File: src/rtl/mem_access_ctrl.sv
// mem_access_ctrl: sequences the MAR/MDR/RAM enables for one memory read or
// write. Each request is a single-cycle pulse from the control unit, which
// stalls on busy until this block pulses done.
module mem_access_ctrl #(
  parameter int RD_LAT = 2,  // cycles RAMread is held before MDR captures Mdatain
  parameter int WR_LAT = 1,  // cycles RAMwrite is held
  parameter int CW     = 4   // wait counter width
) (
  input  logic       clk,
  input  logic       clr,
  input  logic       rd_req,
  input  logic       wr_req,
  output logic       MARin,
  output logic       MDRin,
  output logic       MDRRead,
  output logic       RAMread,
  output logic       RAMwrite,
  output logic       busy,
  output logic       done,
  output logic [2:0] state_out
);

  typedef enum logic [2:0] {
    S_IDLE     = 3'd0,
    S_ADDR     = 3'd1,
    S_RD_WAIT  = 3'd2,
    S_RD_LATCH = 3'd3,
    S_WR_DATA  = 3'd4,
    S_WR_MEM   = 3'd5,
    S_DONE     = 3'd6
  } state_t;

  // Counter preloads: the wait state dwells for load+1 cycles, ending at 0.
  localparam logic [CW-1:0] RD_LOAD = CW'(RD_LAT - 1);
  localparam logic [CW-1:0] WR_LOAD = CW'(WR_LAT - 1);

  state_t        r_state;
  state_t        w_state_next;
  logic [CW-1:0] r_cnt;
  logic [CW-1:0] w_cnt_next;
  logic          r_op_wr;       // latched op: 0 = read, 1 = write
  logic          w_op_wr_next;

  // State, counter and latched op registers; clr aborts any transaction.
  always_ff @(posedge clk) begin
    if (clr) begin
      r_state <= S_IDLE;
      r_cnt   <= '0;
      r_op_wr <= 1'b0;
    end else begin
      r_state <= w_state_next;
      r_cnt   <= w_cnt_next;
      r_op_wr <= w_op_wr_next;
    end
  end

  // Next-state logic; requests are only looked at in IDLE, read has priority.
  always_comb begin
    w_state_next = r_state;
    w_cnt_next   = r_cnt;
    w_op_wr_next = r_op_wr;
    case (r_state)
      S_IDLE: begin
        if (rd_req) begin
          w_state_next = S_ADDR;
          w_op_wr_next = 1'b0;
        end else if (wr_req) begin
          w_state_next = S_ADDR;
          w_op_wr_next = 1'b1;
        end
      end
      S_ADDR: begin
        if (r_op_wr) begin
          w_state_next = S_WR_DATA;
        end else begin
          w_state_next = S_RD_WAIT;
          w_cnt_next   = RD_LOAD;
        end
      end
      S_RD_WAIT: begin
        if (r_cnt == '0) begin
          w_state_next = S_RD_LATCH;
        end else begin
          w_cnt_next = r_cnt - 1'b1;
        end
      end
      S_RD_LATCH: w_state_next = S_DONE;
      S_WR_DATA: begin
        w_state_next = S_WR_MEM;
        w_cnt_next   = WR_LOAD;
      end
      S_WR_MEM: begin
        if (r_cnt == '0) begin
          w_state_next = S_DONE;
        end else begin
          w_cnt_next = r_cnt - 1'b1;
        end
      end
      S_DONE:  w_state_next = S_IDLE;
      // Unused code 7 falls back to IDLE on the next edge.
      default: w_state_next = S_IDLE;
    endcase
  end

  // Moore output decode of the state register.
  always_comb begin
    MARin    = 1'b0;
    MDRin    = 1'b0;
    MDRRead  = 1'b0;
    RAMread  = 1'b0;
    RAMwrite = 1'b0;
    busy     = 1'b0;
    done     = 1'b0;
    case (r_state)
      S_ADDR: begin
        MARin = 1'b1;
        busy  = 1'b1;
      end
      S_RD_WAIT: begin
        RAMread = 1'b1;
        busy    = 1'b1;
      end
      S_RD_LATCH: begin
        RAMread = 1'b1;
        MDRin   = 1'b1;
        MDRRead = 1'b1;
        busy    = 1'b1;
      end
      S_WR_DATA: begin
        MDRin = 1'b1;
        busy  = 1'b1;
      end
      S_WR_MEM: begin
        RAMwrite = 1'b1;
        busy     = 1'b1;
      end
      S_DONE: begin
        done = 1'b1;
        busy = 1'b1;
      end
      default: ;
    endcase
  end

  assign state_out = r_state;

endmodule

File: config.mk
export PLATFORM = sky130hd
export DESIGN_NAME = mem_access_ctrl
export DESIGN_NICKNAME = d
export VERILOG_FILES = /design/src/rtl/mem_access_ctrl.sv
export SDC_FILE = /design/constraint.sdc
export NUM_CORES = 1
export LEC_CHECK = 0
export CORE_AREA = 2 2 39 41
export DETAILED_ROUTE_END_ITERATION = 10
export DIE_AREA = 0 0 41 43
export PLACE_DENSITY = 0.8
export SLEW_MARGIN = 20
export SYNTH_ARGS = -nofsm -noshare
export SYNTH_HDL_FRONTEND = slang
export SYNTH_SLANG_ARGS = --single-unit
File: constraint.sdc
create_clock -name clk -period 3.3 [get_ports clk]
set_clock_uncertainty 0.2 [all_clocks]
set_input_delay 0.66 -clock clk [delete_from_list [all_inputs] [get_ports clk]]
set_output_delay 0.66 -clock clk [all_outputs]
set_load 0.005 [all_outputs]
==> flow_metrics.env <==
export IMPL_post_dp_cell_area_um2=671.9
export IMPL_top_layer_used="met4"
export IMPL_total_power_w=0.0005253
export IMPL_synth_compound_area_frac=0.2471
export IMPL_finalMaxSlewViolations=0
export IMPL_wl_met3_um=62
export IMPL_port_buffers=13
export IMPL_synth_cell_types=29
export IMPL_cts_buffer_depth=2
export IMPL_synth_top_family_by_area="simple AND/OR/NAND/NOR gates"
export IMPL_layout_common_cells="13 x clkdlybuf4s50_1, 8 x dfxtp_1, 7 x nor2_1, 7 x a21oi_1, 6 x inv_1"
export IMPL_cts_sinks=8
export IMPL_cp_top_family="buffers and inverters"
export IMPL_yosysWarnings=0
export IMPL_yosys_area_share_simple=0.3100
export IMPL_crit_required_ns=2.44
export IMPL_htree_levels=1
export IMPL_critPathMaxFanout=14
export IMPL_dpl_hpwl_um=881.4
export IMPL_detail_route_wl_per_cell_um=12.74
export IMPL_cp_buffers_inverters=2
export IMPL_clock_tree_root_cell="clkbuf_4"
export IMPL_wl_met1_um=587
export IMPL_antenna_found_initial=0
export IMPL_vdd_ir_drop_max_mv=0.2901
export IMPL_synth_area_per_cell_um2=7.894
export IMPL_synth_top_area_cell="dfxtp_1"
export IMPL_final_common_cell="clkdlybuf4s50_1"
export IMPL_clkTransAtPathRegs_ns=0.06
export IMPL_cts_tree="done"
export IMPL_fill_cells=146
export IMPL_cts_resized=0
export IMPL_vias_per_cell=5.625
export IMPL_critPathMaxStageDelay_ns=0.59
export IMPL_numCtsBuffers=3
export IMPL_end_kind="output pin"
export IMPL_outcome="finished, final reports clean"
export IMPL_p_per_area_mw_per_mm2=756.5
export IMPL_drt_iter0_markers=10
export IMPL_area_growth_pct=29.37
export IMPL_power_leakage_nw=0.2655
export IMPL_max_freq_mhz=358.2
export IMPL_start_util=0.3879
export IMPL_cp_cell_sequence="inv_1, nor2_1, and2_1, or2_2, clkdlybuf4s50_1"
export IMPL_gp_congestion=0.7360
export IMPL_fin_ws_ns=0.5085
export IMPL_die_w_um=41
export IMPL_hold_viol_final=0
export IMPL_synth_seq_cells=8
export IMPL_critPathSlowestCell="dfxtp_1"
export IMPL_drcViolationCount=0
export IMPL_rsz0062_at_grt="false"
export IMPL_core_area_mm2=0.001384
export IMPL_tightest_slew_ns=0.4912
export IMPL_slew_headroom=0.6721
export IMPL_io_pins=14
export IMPL_dp_slack_ns=0.7998
export IMPL_grt_overflow=0
export IMPL_min_path_cells=1
export IMPL_arrival_ns=1.93
export IMPL_grt_pass1_vias=452
export IMPL_finalSetupTns_ns=0
export IMPL_ys_flop_type="dfxtp_1"
export IMPL_final_cell_area_um2=694.4
export IMPL_fin_crit_sh=0.8459
export IMPL_diodes=0
export IMPL_dr_pass1_iters=4
export IMPL_cts_hold_buf=0
export IMPL_grt_pass1_wl_mm=1.945
export IMPL_muxShareOfSynthArea=0.02797
export IMPL_die_y_um=43
export IMPL_cp_num_cells=5
export IMPL_clk_latency_ns=0.25
export IMPL_synth_edf_count=0
export IMPL_wl_mm=1.223
export IMPL_synthArstFlopShare=0
export IMPL_yosys_top_cells_area="dfxtp_1 30%, a21oi_1 6.5%, nor2_1 4.9%"
export IMPL_synth_xor_area_frac=0
export IMPL_synthCells=68
export IMPL_synth_area_um2=536.8
export IMPL_vias=540
export IMPL_hp_class="reg2reg"
export IMPL_synth_adder_area_share=0.04662
export IMPL_syn_num_nets=74
export IMPL_grt_usage=0.1608
export IMPL_yosysTopAreaCellShare=0.2984
export IMPL_path_class="reg2out"
export IMPL_rows=14
export IMPL_period_needed_ns=2.792
export IMPL_layout_nets=88
export IMPL_wl_met2_um=559
export IMPL_drive_gt1_frac=0.08750
export IMPL_ant_nets=0
export IMPL_start_kind="register"
export IMPL_ff2ff_path_depth=6
export IMPL_cap_violations=0
export IMPL_seq_area_frac_synth=0.2984
export IMPL_grt_max_degree=17
export IMPL_cts_setup_buffers=0
export IMPL_die_area_mm2=0.001763
export IMPL_setup_viol=0
## path summary, 6_finish.rpt
check / startpoint / end / slack, ns
max: state_out[1] / MDRin / 0.51
min: r_cnt[0] / r_cnt[0] / 0.30
max reg2reg: r_cnt[0] / r_cnt[1] / 1.23
min reg2reg: r_cnt[0] / r_cnt[0] / 0.30
## area by class of cell
class	count	area, um^2	area share
clock buffers	3	22.52	0.03243
inverters	6	22.52	0.03243
multi-input cells	50	339.1	0.4883
flip-flops and latches	8	160.2	0.2306
well taps	16	20.02	0.02883
repair buffers	13	130.1	0.1874
## registers in the layout, summed over array words and instances (netlist names)
| signal | flops |
|---|---|
| r_cnt | 4 |
| state_out | 3 |
| r_op_wr | 1 |
## synth_stat cells (3+ instances only)
cell and n:
and2_1 3, inv_1 6, nor3b_1 3, nor3_1 5, nor2_1 7, dfxtp_1 8, clkbuf_1 3, a21oi_1 7
## metrics by stage
stage | instances | hold WS [ns] | utilization
detailed placement | 93 | 0.2739 | 0.4855
finish | 96 | 0.3006 | 0.5018
CTS | 96 | 0.2879 | 0.5018
global placement | 93 | 0.2742 | 0.4855
global route | 96 | 0.3156 | 0.5018
floorplan | 68 | 0.2543 | -
## cells by family after synthesis
logic type | Yosys count
compound gates | 19
simple gates | 28
mux | 1
fa+ha+maj | 2
buf+inv | 10
flops | 8
## per-layer routing
metal  vias to the layer above  GRT usage
met4                         0    0.06000
met3                         2    0.05236
met5                         -          0
met1                       254     0.2194
met2                        15     0.2281
li1                        269          -
## where the power goes
part / internal, W / total [W] / switching, W
sequential: 0.000121 / 0.000173 / 0.0000520
combinational: 0.000153 / 0.000276 / 0.000123
clock: 0.0000417 / 0.0000767 / 0.0000349
## worst reg2reg max path, stage by stage, from the launching register on
cell and delay [ns]:
dfxtp_1 0.35, inv_1 0.09, ha_1 0.20, nor3b_4 0.18, and2_1 0.18, o32ai_2 0.41, mux2_4 0.33
Power figures use the tool's default switching activity.
